--- config.mk ---
export PLATFORM = sky130hd
export DESIGN_NAME = sram_bus_arbiter_flat
export DESIGN_NICKNAME = d
export VERILOG_FILES = /design/src/rtl/sram_bus_arbiter_pkg.sv /design/src/rtl/sram_bus_arbiter_if.sv /design/src/rtl/sram_bus_arbiter_pick.sv /design/src/rtl/sram_bus_arbiter.sv /design/src/flat_wrapper.sv
export SDC_FILE = /design/constraint.sdc
export NUM_CORES = 1
export LEC_CHECK = 0
export ABC_CLOCK_PERIOD_IN_PS = 5200
export CAP_MARGIN = 20
export CORE_MARGIN = 1
export CORE_UTILIZATION = 55
export CTS_CLUSTER_DIAMETER = 50
export CTS_CLUSTER_SIZE = 8
export DETAILED_ROUTE_END_ITERATION = 8
export DONT_BUFFER_PORTS = 1
export GPL_ROUTABILITY_DRIVEN = 0
export PLACE_DENSITY = 0.78
export SYNTH_ARGS = -nofsm -noshare
export SYNTH_HDL_FRONTEND = slang
export SYNTH_SLANG_ARGS = --single-unit
--- constraint.sdc ---
create_clock -name clk -period 5.2 [get_ports clk]
set_clock_uncertainty 0.2 [all_clocks]
set_input_delay 0 -clock clk [delete_from_list [all_inputs] [get_ports clk]]
set_output_delay 0 -clock clk [all_outputs]
set_load 0.02 [all_outputs]
--- src/rtl/sram_bus_arbiter_pkg.sv ---
// Shared types for the SRAM bus arbiter: FSM states, access owner and starvation counter helpers.
package sram_bus_arbiter_pkg;

  localparam int ADDR_W_DEF       = 21;
  localparam int DATA_W_DEF       = 32;
  localparam int STARVE_LIMIT_DEF = 4;
  localparam int STARVE_W         = 4;

  typedef enum logic [2:0] {
    ST_IDLE = 3'd0,
    ST_RD1  = 3'd1,
    ST_RD2  = 3'd2,
    ST_WR1  = 3'd3,
    ST_WR2  = 3'd4,
    ST_WR3  = 3'd5,
    ST_DONE = 3'd6
  } arb_state_t;

  typedef enum logic [1:0] {
    OWN_NONE = 2'd0,
    OWN_IF   = 2'd1,
    OWN_MEM  = 2'd2
  } owner_t;

  function automatic logic [STARVE_W-1:0] starve_sat_inc(input logic [STARVE_W-1:0] cnt,
                                                         input int limit);
    if (cnt >= STARVE_W'(limit)) return STARVE_W'(limit);
    return cnt + 1'b1;
  endfunction

endpackage

--- src/rtl/sram_bus_arbiter_if.sv ---
// Bus bundle between pipeline IF/MEM requesters, the arbiter and the SRAM driver.
interface sram_bus_arbiter_if #(
  parameter int ADDR_W = 21,
  parameter int DATA_W = 32
);
  logic              if_req;
  logic [ADDR_W-1:0] if_addr;
  logic [DATA_W-1:0] if_rdata;
  logic              if_ack;

  logic              mem_req;
  logic              mem_we;
  logic [ADDR_W-1:0] mem_addr;
  logic [DATA_W-1:0] mem_wdata;
  logic [DATA_W-1:0] mem_rdata;
  logic              mem_ack;

  logic              stall_req;

  logic              ram_en;
  logic              ram_re;
  logic              ram_we;
  logic [ADDR_W-1:0] ram_addr;
  logic [DATA_W-1:0] ram_wdata;
  logic [DATA_W-1:0] ram_rdata;
  logic              ram_ack;

  modport slave (
    input  if_req, if_addr, mem_req, mem_we, mem_addr, mem_wdata, ram_rdata, ram_ack,
    output if_rdata, if_ack, mem_rdata, mem_ack, stall_req,
    output ram_en, ram_re, ram_we, ram_addr, ram_wdata
  );

  modport master (
    output if_req, if_addr, mem_req, mem_we, mem_addr, mem_wdata, ram_rdata, ram_ack,
    input  if_rdata, if_ack, mem_rdata, mem_ack, stall_req,
    input  ram_en, ram_re, ram_we, ram_addr, ram_wdata
  );

endinterface

--- src/rtl/sram_bus_arbiter_pick.sv ---
// Combinational grant: MEM has priority unless IF has been passed over STARVE_LIMIT times.
// Zero latency; at most one grant asserted.
module sram_bus_arbiter_pick #(
  parameter int STARVE_W     = 4,
  parameter int STARVE_LIMIT = 4
) (
  input  logic                i_if_req,
  input  logic                i_mem_req,
  input  logic [STARVE_W-1:0] i_starve_cnt,
  output logic                o_grant_if,
  output logic                o_grant_mem
);

  logic w_starved;

  assign w_starved   = (i_starve_cnt == STARVE_W'(STARVE_LIMIT));
  assign o_grant_if  = i_if_req & (~i_mem_req | w_starved);
  assign o_grant_mem = i_mem_req & ~o_grant_if;

endmodule

--- src/rtl/sram_bus_arbiter.sv ---
// Shares one SRAM driver port between IF (read-only) and MEM (read/write).
// Read: 4 cycles req-to-ack inclusive; write: 5 + driver busy cycles. Requesters stall while waiting.
module sram_bus_arbiter
  import sram_bus_arbiter_pkg::*;
#(
  parameter int ADDR_W       = ADDR_W_DEF,
  parameter int DATA_W       = DATA_W_DEF,
  parameter int STARVE_LIMIT = STARVE_LIMIT_DEF
) (
  input  logic               clk,
  input  logic               rst,
  sram_bus_arbiter_if.slave  bus
);

  arb_state_t          r_state;
  owner_t              r_owner;
  logic [STARVE_W-1:0] r_starve_cnt;
  logic                r_ram_en;
  logic                r_ram_re;
  logic                r_ram_we;
  logic [ADDR_W-1:0]   r_ram_addr;
  logic [DATA_W-1:0]   r_ram_wdata;
  logic [DATA_W-1:0]   r_if_rdata;
  logic [DATA_W-1:0]   r_mem_rdata;
  logic                r_if_ack;
  logic                r_mem_ack;

  logic                w_grant_if;
  logic                w_grant_mem;

  sram_bus_arbiter_pick #(
    .STARVE_W     (STARVE_W),
    .STARVE_LIMIT (STARVE_LIMIT)
  ) u_pick (
    .i_if_req     (bus.if_req),
    .i_mem_req    (bus.mem_req),
    .i_starve_cnt (r_starve_cnt),
    .o_grant_if   (w_grant_if),
    .o_grant_mem  (w_grant_mem)
  );

  always_ff @(posedge clk) begin
    if (rst) begin
      r_state      <= ST_IDLE;
      r_owner      <= OWN_NONE;
      r_starve_cnt <= '0;
      r_ram_en     <= 1'b0;
      r_ram_re     <= 1'b0;
      r_ram_we     <= 1'b0;
      r_ram_addr   <= '0;
      r_ram_wdata  <= '0;
      r_if_rdata   <= '0;
      r_mem_rdata  <= '0;
      r_if_ack     <= 1'b0;
      r_mem_ack    <= 1'b0;
    end else begin
      r_if_ack  <= 1'b0;
      r_mem_ack <= 1'b0;
      case (r_state)
        ST_IDLE: begin
          if (w_grant_if) begin
            r_owner      <= OWN_IF;
            r_ram_addr   <= bus.if_addr;
            r_ram_en     <= 1'b1;
            r_ram_re     <= 1'b1;
            r_ram_we     <= 1'b0;
            r_starve_cnt <= '0;
            r_state      <= ST_RD1;
          end else if (w_grant_mem) begin
            r_owner      <= OWN_MEM;
            r_ram_addr   <= bus.mem_addr;
            r_ram_wdata  <= bus.mem_wdata;
            r_ram_en     <= 1'b1;
            r_ram_re     <= ~bus.mem_we;
            r_ram_we     <= bus.mem_we;
            // Only a MEM grant that actually bypasses a waiting IF counts toward starvation.
            r_starve_cnt <= bus.if_req ? starve_sat_inc(r_starve_cnt, STARVE_LIMIT) : '0;
            r_state      <= bus.mem_we ? ST_WR1 : ST_RD1;
          end
        end
        ST_RD1: begin
          r_ram_en <= 1'b0;
          r_ram_re <= 1'b0;
          r_state  <= ST_RD2;
        end
        ST_RD2: begin
          if (r_owner == OWN_IF) begin
            r_if_rdata <= bus.ram_rdata;
            r_if_ack   <= 1'b1;
          end else begin
            r_mem_rdata <= bus.ram_rdata;
            r_mem_ack   <= 1'b1;
          end
          r_state <= ST_DONE;
        end
        ST_WR1: begin
          r_ram_en <= 1'b0;
          r_ram_we <= 1'b0;
          r_state  <= ST_WR2;
        end
        ST_WR2: r_state <= ST_WR3;
        ST_WR3: begin
          if (bus.ram_ack) begin
            r_mem_ack <= 1'b1;
            r_state   <= ST_DONE;
          end
        end
        ST_DONE: begin
          r_owner <= OWN_NONE;
          r_state <= ST_IDLE;
        end
        default: r_state <= ST_IDLE;
      endcase
    end
  end

  assign bus.ram_en    = r_ram_en;
  assign bus.ram_re    = r_ram_re;
  assign bus.ram_we    = r_ram_we;
  assign bus.ram_addr  = r_ram_addr;
  assign bus.ram_wdata = r_ram_wdata;
  assign bus.if_rdata  = r_if_rdata;
  assign bus.if_ack    = r_if_ack;
  assign bus.mem_rdata = r_mem_rdata;
  assign bus.mem_ack   = r_mem_ack;
  assign bus.stall_req = (bus.if_req & ~r_if_ack) | (bus.mem_req & ~r_mem_ack);

endmodule
--- src/flat_wrapper.sv ---
// flat-port wrapper written by rule: the top's interface ports become plain ports
module sram_bus_arbiter_flat import sram_bus_arbiter_pkg::*;
#(
  parameter int ADDR_W       = ADDR_W_DEF,
  parameter int DATA_W       = DATA_W_DEF,
  parameter int STARVE_LIMIT = STARVE_LIMIT_DEF
)
  (clk, rst, bus_if_req, bus_if_addr, bus_mem_req, bus_mem_we, bus_mem_addr, bus_mem_wdata, bus_ram_rdata, bus_ram_ack, bus_if_rdata, bus_if_ack, bus_mem_rdata, bus_mem_ack, bus_stall_req, bus_ram_en, bus_ram_re, bus_ram_we, bus_ram_addr, bus_ram_wdata);
  sram_bus_arbiter_if #(.ADDR_W(ADDR_W), .DATA_W(DATA_W)) bus_i ();
  input  logic clk;
  input  logic rst;
  input wire logic [$bits(bus_i.if_req)-1:0] bus_if_req;
  input wire logic [$bits(bus_i.if_addr)-1:0] bus_if_addr;
  input wire logic [$bits(bus_i.mem_req)-1:0] bus_mem_req;
  input wire logic [$bits(bus_i.mem_we)-1:0] bus_mem_we;
  input wire logic [$bits(bus_i.mem_addr)-1:0] bus_mem_addr;
  input wire logic [$bits(bus_i.mem_wdata)-1:0] bus_mem_wdata;
  input wire logic [$bits(bus_i.ram_rdata)-1:0] bus_ram_rdata;
  input wire logic [$bits(bus_i.ram_ack)-1:0] bus_ram_ack;
  output wire logic [$bits(bus_i.if_rdata)-1:0] bus_if_rdata;
  output wire logic [$bits(bus_i.if_ack)-1:0] bus_if_ack;
  output wire logic [$bits(bus_i.mem_rdata)-1:0] bus_mem_rdata;
  output wire logic [$bits(bus_i.mem_ack)-1:0] bus_mem_ack;
  output wire logic [$bits(bus_i.stall_req)-1:0] bus_stall_req;
  output wire logic [$bits(bus_i.ram_en)-1:0] bus_ram_en;
  output wire logic [$bits(bus_i.ram_re)-1:0] bus_ram_re;
  output wire logic [$bits(bus_i.ram_we)-1:0] bus_ram_we;
  output wire logic [$bits(bus_i.ram_addr)-1:0] bus_ram_addr;
  output wire logic [$bits(bus_i.ram_wdata)-1:0] bus_ram_wdata;
  assign bus_i.if_req = bus_if_req;
  assign bus_i.if_addr = bus_if_addr;
  assign bus_i.mem_req = bus_mem_req;
  assign bus_i.mem_we = bus_mem_we;
  assign bus_i.mem_addr = bus_mem_addr;
  assign bus_i.mem_wdata = bus_mem_wdata;
  assign bus_i.ram_rdata = bus_ram_rdata;
  assign bus_i.ram_ack = bus_ram_ack;
  assign bus_if_rdata = bus_i.if_rdata;
  assign bus_if_ack = bus_i.if_ack;
  assign bus_mem_rdata = bus_i.mem_rdata;
  assign bus_mem_ack = bus_i.mem_ack;
  assign bus_stall_req = bus_i.stall_req;
  assign bus_ram_en = bus_i.ram_en;
  assign bus_ram_re = bus_i.ram_re;
  assign bus_ram_we = bus_i.ram_we;
  assign bus_ram_addr = bus_i.ram_addr;
  assign bus_ram_wdata = bus_i.ram_wdata;
  sram_bus_arbiter #(.ADDR_W(ADDR_W), .DATA_W(DATA_W), .STARVE_LIMIT(STARVE_LIMIT)) u_core (.clk(clk), .rst(rst), .bus(bus_i));
endmodule
==> results of run 1 <==
==> placed cells by master (no fill, tap or decap), types with 3 or more instances in the layout <==
cell type / instances
ha_1: 3
clkbuf_8: 5
nand2_1: 4
inv_1: 6
nand4_1: 3
mux2i_1: 32
a21oi_1: 93
nand3_1: 85
nor3b_1: 4
dlygate4sd3_1: 137
buf_4: 6
nor2_1: 5
nand2b_1: 67
or3_1: 3
o21ai_1: 9
clkbuf_16: 16
clkinvlp_4: 3
a311oi_1: 21
o21ai_0: 80
dfxtp_1: 131
==> routing by layer <==
metal	global-route usage	up-vias	wire length, µm
met2	0.561	326	8950
met5	0	-	0
met3	0.105	78	1540
li1	-	2490	-
met1	0.360	2532	6500
met4	0.188	0	689
==> worst max path at each step <==
stage | start | to | slack (ns) | cells past startpoint
after floorplan | u_core.r_starve_cnt[0] | u_core.bus.ram_wdata[0] | 3.46 | 6
after global placement | u_core.r_starve_cnt[0] | u_core.r_state[1] | 2.90 | 5
after detailed placement | u_core.r_starve_cnt[0] | u_core.r_state[1] | 2.84 | 5
after CTS | u_core.r_starve_cnt[0] | u_core.bus.ram_addr[12] | 2.03 | 7
after global routing | u_core.r_starve_cnt[0] | u_core.bus.ram_addr[18] | 1.68 | 7
final | u_core.r_starve_cnt[0] | u_core.bus.ram_addr[18] | 1.81 | 7
==> power by group through the flow <==
stage          clock, W  combinational [W]  sequential (W)
2_1_floorplan         0           0.000500         0.00142
3_3_place_gp          0           0.000508         0.00147
3_5_place_dp          0           0.000542         0.00147
4_1_cts         0.00119           0.000704         0.00145
5_1_grt         0.00124           0.000819         0.00148
6_report        0.00118           0.000757         0.00146
==> Yosys cell counts (all sizes together) (2+ instances only) <==
master	number	share of area
nor2b	2	0.0023
nand4b	2	0.0032
nor3	4	0.0056
ha	3	0.0068
nand3	85	0.077
or2	2	0.0023
a221oi	2	0.0032
dfxtp	131	0.47
inv	6	0.0041
nor3b	5	0.0068
a311oi	21	0.033
mux2i	32	0.058
o21ai	89	0.080
buf	19	0.021
clkbuf	50	0.034
or3	3	0.0034
nand2b	68	0.077
nand2	4	0.0027
nor2	5	0.0034
a21oi	93	0.084
nand4	3	0.0034
==> layout make-up <==
class | count | area (µm²)
fillers | 601 | 2260
clock inverters | 10 | 123
flip-flops and latches | 131 | 2620
well taps | 133 | 166
clock buffers | 22 | 473
repair buffers | 146 | 1480
inverters | 6 | 22.5
multi-input cells | 435 | 2620
==> state kept, by name, indices dropped and copies added (netlist names), 2 cells and up <==
name	cells
u_core.bus.if_rdata	32
u_core.bus.mem_rdata	32
u_core.bus.ram_wdata	32
u_core.bus.ram_addr	21
u_core.r_starve_cnt	4
u_core.r_state	3
u_core.r_owner	2
==> metrics by stage <==
stage | std cells | worst slack (ns) | hold WS, ns
global placement | 710 | 2.90 | -0.119
finish | 883 | 1.81 | 0.0230
global route | 883 | 1.68 | 0.0115
floorplan | 641 | 3.46 | -0.0529
detailed placement | 711 | 2.84 | -0.117
CTS | 881 | 2.03 | 0.0000336
==> critical path, stage by stage (launching register included) <==
cell and delay (ns):
dfxtp_1 0.33, inv_1 0.09, ha_1 0.19, nand4b_1 0.77, nand3_1 0.41, dlygate4sd3_1 0.62
a311oi_1 0.09, dlygate4sd3_1 0.58
==> logic make-up (layout without fill, tap and decap cells) <==
logic type,Yosys count,after routing
adder cells (fa/ha/maj),3,3
multiplexers,32,32
AO/OA/AOI/OAI,214,214
buffers and inverters,75,184
AND/OR/NAND/NOR,186,186
flip-flops,131,131
==> repair_timing <==
action,in CTS,in global routing
hold buffers,138,0
endpoints found under the hold margin,131,0
setup buffers,0,0
==> reports/metrics.sh, run 1 <==
VIA_COUNT=5426
POWER.COMBINATIONAL.FRACTION=0.222
GRT_SETUP_UNREPAIRED='false'
GLOBAL_ROUTE.OVERFLOW_TOTAL=0
SYNTHESIS.INSTANCES=641
WL_PER_CELL_UM=20.0
CRIT_PATH_START_KIND='register'
HOLD_START='bus_mem_wdata[15]'
LARGEST_NET_DEGREE_AT_THE_START_OF_GLOBAL_ROUTING=164
POST_SYNTH_FA_HA_MAJ_AREA_FRACTION=0.00677
PORT_BUFFERS=0
SYNTH-EDFF-COUNT=0
FIN_CRIT_SH=0.652
P_SEQ_FRAC=0.430
ASYNC_RESET_FF_FRAC=0
GRT_USE_TOTAL=0.329
IR_WORST_VDD_uV=312
ANTENNA_VIOLATING_NETS_POST_ROUTE=0
TOTAL_OF_CELLS_RESIZED_AFTER_CLOCK_TREE_SYNTHESIS=0
DIEHEIGHT_UM=102
CAP_VIOL_MAX_COUNT=0
POWER.DENSITY_mW_PER_MM2=453
CLOCK_PIN_SLEW_ON_THE_WORST_SETUP_AND_HOLD_PATHS_NS=0.06
POST-LAYOUT-TOTAL-POWER_W=0.00340
PWR-SHARE-CLK=0.348
POWER.LEAKAGE_nW=2.68
SYNTH_SEQ_CELLS=131
SYNTH-SEQ-AREA-SHARE=0.473
FINALWIRELENGTH_MM=17.7
SYNTH_FF_TYPE='dfxtp_1'
REG2REGPATHDEPTH=7
NET_SW_FRAC=0.345
FLOORPLAN.DIE_AREA_MM2=0.0105
SYN_TO_FINAL_GROWTH_PCT=35.4
DIE_W_UM=102
ROOT_BUFFER='clkbuf_8'
FINAL_DESIGN_AREA_NO_FILL_MM2=0.00751
DOMINANT_COMBINATIONAL_CELL_FAMILY_BY_AREA_AFTER_SYNTHESIS='compound AO/OA/AOI/OAI gates'
RUN_STATUS='finished clean'
TIMING.MAX_SLEW.REL_SLACK=0.351
HOLD_DEPTH=3
IO_PINS=235
RR_ENDPOINT='u_core.bus.ram_addr[18]'
CP_MAX_FO=23
FP.COREAREA_MM2=0.00977
INITIAL_CORE_UTIL=0.567
PLACED_CELL_AREA_MM2=0.00549
SUMMED_NEGATIVE_SETUP_SLACK_OVER_ALL_ENDPOINTS_NS=0
DP.FINAL_HPWL_MM=8.63
SWITCHING_POWER_W=0.00118
DIODES=0
CRITICAL_PATH_ARRIVAL_NS=3.59
GRT_PASS1_VIAS=5179
FMAXACHIEVABLE_GHz=0.295
ROWS=36
CTS_BUFFER_DEPTH=2
INTPOWER_W=0.00223
FIN_NETS=852
MIN_PATH_TYPE='in2reg'
CTS_SINKS=131
CTS.HTREE.LEVELS=4
CTS_BUFFERS=17
WORSTHOLDENDPOINT='u_core.bus.ram_wdata[15]'
REPORT.FINAL.HOLD_VIOL_COUNT=0
MAXSLEWVIOLCOUNT=0
YOSYS_WARNINGS=0
DRC=0
FRACTION_OF_FINAL_LAYOUT_CELLS_SIZED_BEYOND_DRIVE_STRENGTH_1=0.0640
ANTENNA_FOUND_INITIAL=0
DR.FIRST_ITER.DRC_COUNT=373
WORSTSETUPENDPOINTTYPE='register'
SYNTHESIZED_NETLIST_NET_COUNT=756
GRT_PASS1_WL_MM=26.4
FINAL_CORE_UTIL=0.768
SYNTH_CELL_TYPES=36
CLK-INSERTION-DELAY-LATE_NS=0.51
FIRSTDRTPASSITERS=5
TRITONCTS_CLOCK_TREE='yes'
COMPOUND_GATE_PORTION_OF_THE_SYNTHESIZED_AREA=0.213
ROUTE.DETAILED.VIAS_PER_INST=6.14
FIN_CRIT_NS=3.39
SYN_AREA_PER_CELL_UM2=8.65
REPORT.FINAL.SETUP_VIOL=0
POST_SYNTH_INSTANCE_AREA_MM2=0.00555
POST_SYNTH_MUX_AREA_SHARE=0.0577
CRITICAL_PATH.REG2REG.STARTPOINT='u_core.r_starve_cnt[0]'
CP_DATA_REQUIRED_TIME_NS=5.40
TIMING_WORST_SETUP_PATH_TYPE='reg2reg'
WORST_PIN_SLEW_NS=0.968
REG2REG_SLACK_NS=1.81
SYNTH_SIMPLE_GATE_AREA_SHARE=0.191
YOSYS.AREA_SHARE.XOR_XNOR=0
No activity file was read; power rests on OpenSTA's default activity.
==> run 2, diff against run 1 <==
--- a/config.mk
+++ b/config.mk
@@ -5,7 +5,7 @@
 export SDC_FILE = /design/constraint.sdc
 export NUM_CORES = 1
 export LEC_CHECK = 0
-export ABC_CLOCK_PERIOD_IN_PS = 5200
+export ABC_CLOCK_PERIOD_IN_PS = 3000
 export CAP_MARGIN = 20
 export CORE_MARGIN = 1
 export CORE_UTILIZATION = 55
@@ -14,7 +14,7 @@
 export DETAILED_ROUTE_END_ITERATION = 8
 export DONT_BUFFER_PORTS = 1
 export GPL_ROUTABILITY_DRIVEN = 0
-export PLACE_DENSITY = 0.78
+export PLACE_DENSITY = 0.81
 export SYNTH_ARGS = -nofsm -noshare
 export SYNTH_HDL_FRONTEND = slang
 export SYNTH_SLANG_ARGS = --single-unit
==> constraint.sdc (replaced) <==
create_clock -name clk -period 3 [get_ports clk]
set_clock_uncertainty 0.2 [all_clocks]
set_input_delay 0 -clock clk [delete_from_list [all_inputs] [get_ports clk]]
set_output_delay 0 -clock clk [all_outputs]
set_load 0.02 [all_outputs]
==> run 2 against run 1 <==
Compared with the run above:
- setup slack got worse by 1.7 ns
- largest power group unchanged
- flip-flop and latch count unchanged
- global-route usage increased by 0.36 points
- via count up 2.8%
- utilization up 1.0 points
- power increased by 74%
- critical path type unchanged
- critical endpoint is now u_core.bus.ram_addr[1]
- non-clock buffer count increased by 13
- die area unchanged
- worst hold slack worse by 0.013 ns
- highest routed layer unchanged
- design area is 1.3% higher
- largest cell class unchanged
- clock-buffer cell count fell by 4
- register-to-register slack got worse by 1.7 ns
==> reports/metrics.sh, run 2 (synthesized netlist as in run 1, its figures left out) <==
CP_MAX_FO=7  # -70%
INITIAL_CORE_UTIL=0.567  # unchanged
CLK-INSERTION-DELAY-LATE_NS=0.51  # about the same
FP.COREAREA_MM2=0.00977  # unchanged
GRT_PASS1_VIAS=5271  # +1.8%
NUMBER_OF_BUFFERS_AND_INVERTERS_ON_THE_CRITICAL_PATH=3  # unchanged
REPORT.FINAL.SETUP_VIOL=0  # unchanged
ROWS=36  # unchanged
CRITICAL_PATH_ARRIVAL_NS=3.18  # -0.41 ns
FIRSTDRTPASSITERS=7  # +2
CRITICAL-PATH-SLOWEST-CELL='dlygate4sd3_1'
LAYOUT.CELLS.NON_FILLER=896  # +1.5%
LARGEST_NET_DEGREE_AT_THE_START_OF_GLOBAL_ROUTING=164  # unchanged
SYN_TO_FINAL_GROWTH_PCT=37.2
CTS_BUFFERS=17  # unchanged
SEQUENTIAL_CELL_AREA_MM2=0.00262  # unchanged
PORT_BUFFERS=0  # unchanged
CTS_BUFFER_DEPTH=2  # unchanged
FIN_CRIT_SH=0.975  # +0.323
FINAL_DESIGN_AREA_NO_FILL_MM2=0.00761  # +1.3%
MULTI_INPUT_COMB_AREA_MM2=0.00262  # about the same
CTS_SINKS=131  # unchanged
CP_DATA_REQUIRED_TIME_NS=3.26  # -2.14 ns
DIEHEIGHT_UM=102  # unchanged
FIN_CRIT_NS=2.92  # -0.465 ns
CRITICAL-PATH-TOP-CELL-BY-COUNT='dlygate4sd3_1'
REG2REG_SLACK_NS=0.08  # -1.73 ns
WORSTSETUPENDPOINTTYPE='register'
DIODES=0  # unchanged
PLACED_CELL_AREA_MM2=0.00549  # about the same
ANTENNA_VIOLATING_NETS_POST_ROUTE=0  # unchanged
CRITICAL_PATH.MAX_STAGE_DELAY_NS=0.66  # -0.11 ns
GRT_USE_TOTAL=0.333  # +0.00360
CLOCK_PIN_SLEW_ON_THE_WORST_SETUP_AND_HOLD_PATHS_NS=0.06  # about the same
MIN_PATH_TYPE='in2reg'
COMMONEST_CELLS_AFTER_ROUTING_FILL_AND_TAPS_ASIDE='dlygate4sd3_1, dfxtp_1, a21oi_1'
WL_PER_CELL_UM=20.5  # +2.6%
FRACTION_OF_FINAL_LAYOUT_CELLS_SIZED_BEYOND_DRIVE_STRENGTH_1=0.0747  # +0.0107
VIA_COUNT=5577  # +2.8%
FMAXACHIEVABLE_GHz=0.342  # +16%
CRIT_CHAIN='inv_1, ha_1, nand4b_1, nand3_1, dlygate4sd3_1, a311oi_1, dlygate4sd3_1'
LAYOUT_COMMONEST_CELL='dlygate4sd3_1'
IR_WORST_VDD_uV=559  # +79%
GRT_PASS1_WL_MM=26.8  # +1.4%
DIE_W_UM=102  # unchanged
REPORT.FINAL.HOLD_VIOL_COUNT=0  # unchanged
ANTENNA_FOUND_INITIAL=0  # unchanged
TIMING.MAX_SLEW.REL_SLACK=0.395  # +0.0439
ROOT_BUFFER='clkbuf_8'
POST-LAYOUT-TOTAL-POWER_W=0.00594  # +74%
SUMMED_NEGATIVE_SETUP_SLACK_OVER_ALL_ENDPOINTS_NS=0  # unchanged
DP.FINAL_HPWL_MM=8.57  # -0.71%
TRITONCTS_CLOCK_TREE='yes'
CRIT_PATH_START_KIND='register'
CRIT_FAMILY='buffers and inverters'
CAP_VIOL_MAX_COUNT=0  # unchanged
POWER.LEAKAGE_nW=2.72  # +1.5%
RUN_STATUS='finished clean'
CTS.HTREE.LEVELS=4  # unchanged
FINALWIRELENGTH_MM=18.4  # +4.1%
DRC=0  # unchanged
GLOBAL_ROUTE.OVERFLOW_TOTAL=0  # unchanged
FIN_NETS=865  # +1.5%
FLOORPLAN.DIE_AREA_MM2=0.0105  # unchanged
DP_CELLS=713  # +0.28%
ROUTE.DETAILED.VIAS_PER_INST=6.22  # +1.3%
MAXSLEWVIOLCOUNT=0  # unchanged
FINAL_CORE_UTIL=0.779  # +0.0102
N_FILL_CELL=556  # -7.5%
POWER.DENSITY_mW_PER_MM2=781  # +72%
DR.FIRST_ITER.DRC_COUNT=343  # -8.0%
WORST_PIN_SLEW_NS=0.907  # -0.0608 ns
IO_PINS=235  # unchanged
TIMING_WORST_SETUP_PATH_TYPE='reg2reg'
run 2: changes by cell type in the layout (fill, tap and decap cells not counted), sizes merged:
cell         previous run  this run
bufinv                  2         3
clkinvlp                3         2
clkbuf                 22        18
dlygate4sd3           137       143
buf                     9        16
inv                     8        10
clkinv                  3         5
run 2: power by group:
| part | switching, W | leakage [nW] | internal [W] |
|---|---|---|---|
| logic | 0.000740 | 1.37 | 0.000578 |
| clock network | 0.000803 | 0.287 | 0.00128 |
| registers | 0.000535 | 1.07 | 0.00201 |
| total | 0.00208 | 2.72 | 0.00386 |
run 2: metrics by stage:
| step | worst slack [ns] | hold slack (ns) |
|---|---|---|
| floorplan | 1.26 | -0.0529 |
| global placement | 0.796 | -0.114 |
| detailed placement | 0.641 | -0.120 |
| CTS | 0.213 | 0.000445 |
| global route | -0.0557 | 0.00359 |
| finish | 0.0753 | 0.00997 |
run 2: timing repair:
| item | 4_1_cts | 5_1_grt |
|---|---|---|
| resized for setup | 0 | 1 |
| setup buffers | 0 | 5 |
| endpoints found under the hold margin | 131 | 1 |
| endpoints found under the setup margin | 0 | 2 |
| hold buffers | 143 | 1 |
run 2: layout make-up:
cell class / count / share of cell area
timing repair buffer: 159 / 0.208
multi-input combinational: 435 / 0.344
sequential: 131 / 0.345
clock inverter: 14 / 0.0232
tap: 133 / 0.0219
clock buffer: 18 / 0.0549
inverter: 6 / 0.00296
run 2: worst register-to-register path, delay by kind of cell, from the launching register on:
kind / cells / cell delay [ns]
compound gates: 1 / 0.28
fa+ha+maj: 1 / 0.22
buf+inv: 3 / 1.31
flops: 1 / 0.35
simple gates: 2 / 0.51
run 2: worst paths after layout:
kind,depth (start not counted),startpoint,to
worst max-delay path,7,u_core.r_starve_cnt[0],u_core.bus.ram_addr[1]
worst min-delay path,3,bus_mem_wdata[22],u_core.bus.ram_wdata[22]
worst max register to register,7,u_core.r_starve_cnt[0],u_core.bus.ram_addr[1]
worst min register to register,2,u_core.r_owner[0],u_core.r_owner[0]
run 2: metal layers:
metal	vias up	routed length [µm]	GRT usage
li1	2514	-	-
met1	2590	6640	0.360
met2	391	9290	0.575
met3	82	1680	0.107
met4	0	787	0.182
met5	-	0	0
==> run 3, diff against run 2 <==
--- a/config.mk
+++ b/config.mk
@@ -5,6 +5,7 @@
 export SDC_FILE = /design/constraint.sdc
 export NUM_CORES = 1
 export LEC_CHECK = 0
+export ABC_AREA = 1
 export ABC_CLOCK_PERIOD_IN_PS = 3000
 export CAP_MARGIN = 20
 export CORE_MARGIN = 1
==> run 3 against run 2 <==
Compared with the run above:
- die area is 6.5% lower
- via count is 3.4% lower
- worst hold slack better by 0.0093 ns
- wire length is 9.4% lower
- critical path type unchanged
- critical path depth is 2 higher
==> reports/metrics.sh, run 3 <==
DIEHEIGHT_UM=99.0  # -3.3%
SUMMED_NEGATIVE_SETUP_SLACK_OVER_ALL_ENDPOINTS_NS=0  # unchanged
POST-LAYOUT-TOTAL-POWER_W=0.00706  # +19%
VIA_COUNT=5386  # -3.4%
SEQUENTIAL_CELL_AREA_MM2=0.00262  # unchanged
WORST_PIN_SLEW_NS=1.14  # +0.237 ns
GLOBAL_ROUTE.OVERFLOW_TOTAL=0  # unchanged
MAXSLEWVIOLCOUNT=0  # unchanged
WORSTHOLDENDPOINT='u_core.bus.mem_rdata[6]'
SYNTH-SEQ-AREA-SHARE=0.506  # +0.0335
TIMING_WORST_SETUP_PATH_TYPE='reg2reg'
FIRSTDRTPASSITERS=7  # unchanged
DIODES=0  # unchanged
IO_PINS=235  # unchanged
YOSYS_WARNINGS=0  # unchanged
POSTCTSSETUPBUFFERS=0  # unchanged
REG2REG_SLACK_NS=0.08  # about the same
RUN_STATUS='finished clean'
ANTENNA_FOUND_INITIAL=0  # unchanged
REPORT.FINAL.HOLD_VIOL_COUNT=0  # unchanged
REPORT.FINAL.SETUP_VIOL=0  # unchanged
ROOT_BUFFER='clkbuf_8'
FINAL.HOLD.WORST_SLACK_NS=0.0193  # +0.00932 ns
SYNTH_SEQ_CELLS=131  # unchanged
CAP_VIOL_MAX_COUNT=0  # unchanged
N_FILL_CELL=538  # -3.2%
PLACEMENT.SETUP.WORST_SLACK_NS=0.870  # +0.229 ns
DR.FIRST_ITER.DRC_COUNT=296  # -14%
CP_DATA_REQUIRED_TIME_NS=3.24  # -0.02 ns
SYNTH_CELL_TYPES=28  # -22%
CRITICAL-PATH-SLOWEST-CELL='dlygate4sd3_1'
ROUTE.DETAILED.VIAS_PER_INST=5.81  # -6.7%
FIN_CRIT_NS=2.92  # -0.00633 ns
FIN_CRIT_SH=0.973  # -0.00211
LAYOUT_COMMONEST_CELL='dlygate4sd3_1'
CTS_SINKS=131  # unchanged
CLK-INSERTION-DELAY-LATE_NS=0.50  # about the same
POST_SYNTH_INSTANCE_AREA_MM2=0.00518  # -6.6%
WL_PER_CELL_UM=18.0  # -12%
CTS_BUFFERS=17  # unchanged
CTS_BUFFER_DEPTH=2  # unchanged
SYN_TO_FINAL_GROWTH_PCT=38.6
POWER.DENSITY_mW_PER_MM2=983  # +26%
INITIAL_CORE_UTIL=0.563  # -0.00420
FINALWIRELENGTH_MM=16.7  # -9.4%
ASYNC_RESET_FF_FRAC=0  # unchanged
FIN_NETS=918  # +6.1%
NUMBER_OF_BUFFERS_AND_INVERTERS_ON_THE_CRITICAL_PATH=3  # unchanged
TIMING.MAX_SLEW.REL_SLACK=0.237  # -0.158
SYNTHTOPCELLSBYAREA='dfxtp_1, nor2_1, nand3_1'
GRT_USE_TOTAL=0.337  # +0.00483
CRITICAL_PATH.REG2REG.STARTPOINT='u_core.r_starve_cnt[0]'
SYNTHESIS.INSTANCES=674  # +5.1%
TRITONCTS_CLOCK_TREE='yes'
NETLIST.AREA_LEADER.SHARE=0.506  # +0.0335
HOLD_DEPTH=3  # unchanged
DIE_W_UM=99.0  # -3.3%
RR_ENDPOINT='u_core.bus.ram_wdata[3]'
CRITICAL_PATH_ARRIVAL_NS=3.16  # -0.02 ns
GRT_SETUP_UNREPAIRED='false'
MULTI_INPUT_COMB_AREA_MM2=0.00216  # -18%
HOLD_START='bus_ram_rdata[6]'
SYNTH.MOST_COMMON_CELL='nor2_1'
SYNTH-EDFF-COUNT=0  # unchanged
CLOCK_PIN_SLEW_ON_THE_WORST_SETUP_AND_HOLD_PATHS_NS=0.06  # about the same
CRIT_PATH_START_KIND='register'
ANTENNA_VIOLATING_NETS_POST_ROUTE=0  # unchanged
POWER.LEAKAGE_nW=2.96  # +8.7%
SYN_AREA_PER_CELL_UM2=7.69  # -11%
TIMING.FINAL.WS_SETUP_NS=0.0816  # +0.00633 ns
GRT_PASS1_VIAS=5351  # +1.5%
CRITICAL_PATH.MAX_STAGE_DELAY_NS=0.62  # -0.04 ns
GRT_PASS1_WL_MM=25.8  # -3.4%
CRIT_FAMILY='buffers and inverters'
WORSTSETUPENDPOINTTYPE='register'
ROWS=35  # -2.8%
IR_WORST_VDD_uV=547  # -2.2%
COMMONEST_CELLS_AFTER_ROUTING_FILL_AND_TAPS_ASIDE='dlygate4sd3_1, nor2_1, dfxtp_1'
MIN_PATH_TYPE='in2reg'
PORT_BUFFERS=0  # unchanged
SYNTH_TOP_CELL_BY_AREA='dfxtp_1'
CRIT_CHAIN='inv_1, ha_1, nand3_1, nand2_1, nand2_8, nand3_1, dlygate4sd3_1, a21oi_1, dlygate4sd3_1'
DRC=0  # unchanged
REG2REGPATHDEPTH=9  # +2
SYNTHESIZED_NETLIST_NET_COUNT=789  # +4.4%
LARGEST_NET_DEGREE_AT_THE_START_OF_GLOBAL_ROUTING=88  # -46%
CTS.HTREE.LEVELS=4  # unchanged
DP.FINAL_HPWL_MM=8.25  # -3.7%
YS_TOP_CELLS_BY_COUNT='nor2_1, dfxtp_1, nand2_1'
CP_MAX_FO=37  # +30
FP.COREAREA_MM2=0.00920  # -5.9%
SYNTH_FF_TYPE='dfxtp_1'
FMAXACHIEVABLE_GHz=0.343  # +0.22%
FLOORPLAN.DIE_AREA_MM2=0.00981  # -6.5%
FRACTION_OF_FINAL_LAYOUT_CELLS_SIZED_BEYOND_DRIVE_STRENGTH_1=0.0674  # -0.00730
-- run 3: cell count changes in the layout (fill, tap and decap cells not counted), moves of 4 or more --
| cell | previous run | this run |
|---|---|---|
| nor2_1 | 5 | 136 |
| inv_1 | 6 | 32 |
| a21oi_1 | 93 | 42 |
| nand2b_1 | 67 | 0 |
| mux2i_1 | 32 | 0 |
| o21ai_0 | 80 | 63 |
| buf_4 | 14 | 7 |
| o21a_1 | 0 | 21 |
| nor3b_1 | 4 | 0 |
| inv_2 | 0 | 5 |
| nand2_1 | 4 | 88 |
| a311oi_1 | 21 | 0 |
| dlygate4sd3_1 | 143 | 147 |
-- run 3: cells by family (layout without fill, tap and decap cells) --
group	after synthesis	after routing	share of synthesized area
AOI/OAI and AO/OA	136	136	0.145
adders and majority gates	3	3	0.00725
buffers and inverters	84	226	0.0797
DFF	131	131	0.506
and+or+nand+nor	320	320	0.262
-- run 3: area by class of cell --
| class | count | area share |
|---|---|---|
| Multi-Input combinational cell | 459 | 0.301 |
| Timing Repair Buffer | 157 | 0.220 |
| Inverter | 37 | 0.0193 |
| Tap cell | 111 | 0.0193 |
| Sequential cell | 131 | 0.365 |
| Clock buffer | 19 | 0.0615 |
| Clock inverter | 13 | 0.0141 |
-- run 3: worst reg2reg max path: cells and delay by family (launching register included) --
family	cells	cell delay, ns
buffers and inverters	3	1.27
DFF	1	0.34
and+or+nand+nor	4	0.66
adders and majority gates	1	0.20
AOI/OAI and AO/OA	1	0.18
-- run 3: stage by stage --
| step | cells | utilization | instance area [µm²] |
|---|---|---|---|
| floorplan | 674 | - | 5180 |
| global placement | 745 | 0.555 | 5100 |
| detailed placement | 745 | 0.555 | 5100 |
| CTS | 924 | 0.775 | 7120 |
| global route | 927 | 0.781 | 7180 |
| finish | 927 | 0.781 | 7180 |
-- run 3: where the power goes --
group          total [W]  switching [W]  leakage, nW  internal [W]
clock            0.00187       0.000799        0.258       0.00107
combinational    0.00202        0.00115         1.64      0.000865
sequential       0.00317       0.000944         1.07       0.00223
total            0.00706        0.00289         2.96       0.00416
-- run 3: worst max-delay path by stage --
stage                                 startpoint                       end  slack [ns]  depth (start not counted)
after global placement         u_core.r_state[1]  u_core.bus.mem_rdata[31]        0.95                          8
after CTS                 u_core.r_starve_cnt[0]  u_core.bus.ram_wdata[18]        0.08                          9
after floorplan           u_core.r_starve_cnt[0]  u_core.bus.ram_wdata[19]        1.39                          9
after global routing      u_core.r_starve_cnt[1]   u_core.bus.ram_wdata[3]        0.03                          9
final                     u_core.r_starve_cnt[0]   u_core.bus.ram_wdata[3]        0.08                          9
after detailed placement  u_core.r_starve_cnt[0]   u_core.bus.ram_wdata[9]        0.87                          9
-- run 3: what timing repair did --
item | in CTS | in global routing
hold buffers | 147 | 2
gates resized for setup | 0 | 3
endpoints found under the setup margin | 0 | 33
endpoints found under the hold margin | 131 | 84
-- run 3: metal layers --
layer	track usage	share of wire	vias up
met1	0.348	0.35	2459
met5	0	0	-
met4	0.219	0.050	0
met3	0.117	0.097	89
li1	-	-	2468
met2	0.583	0.50	370
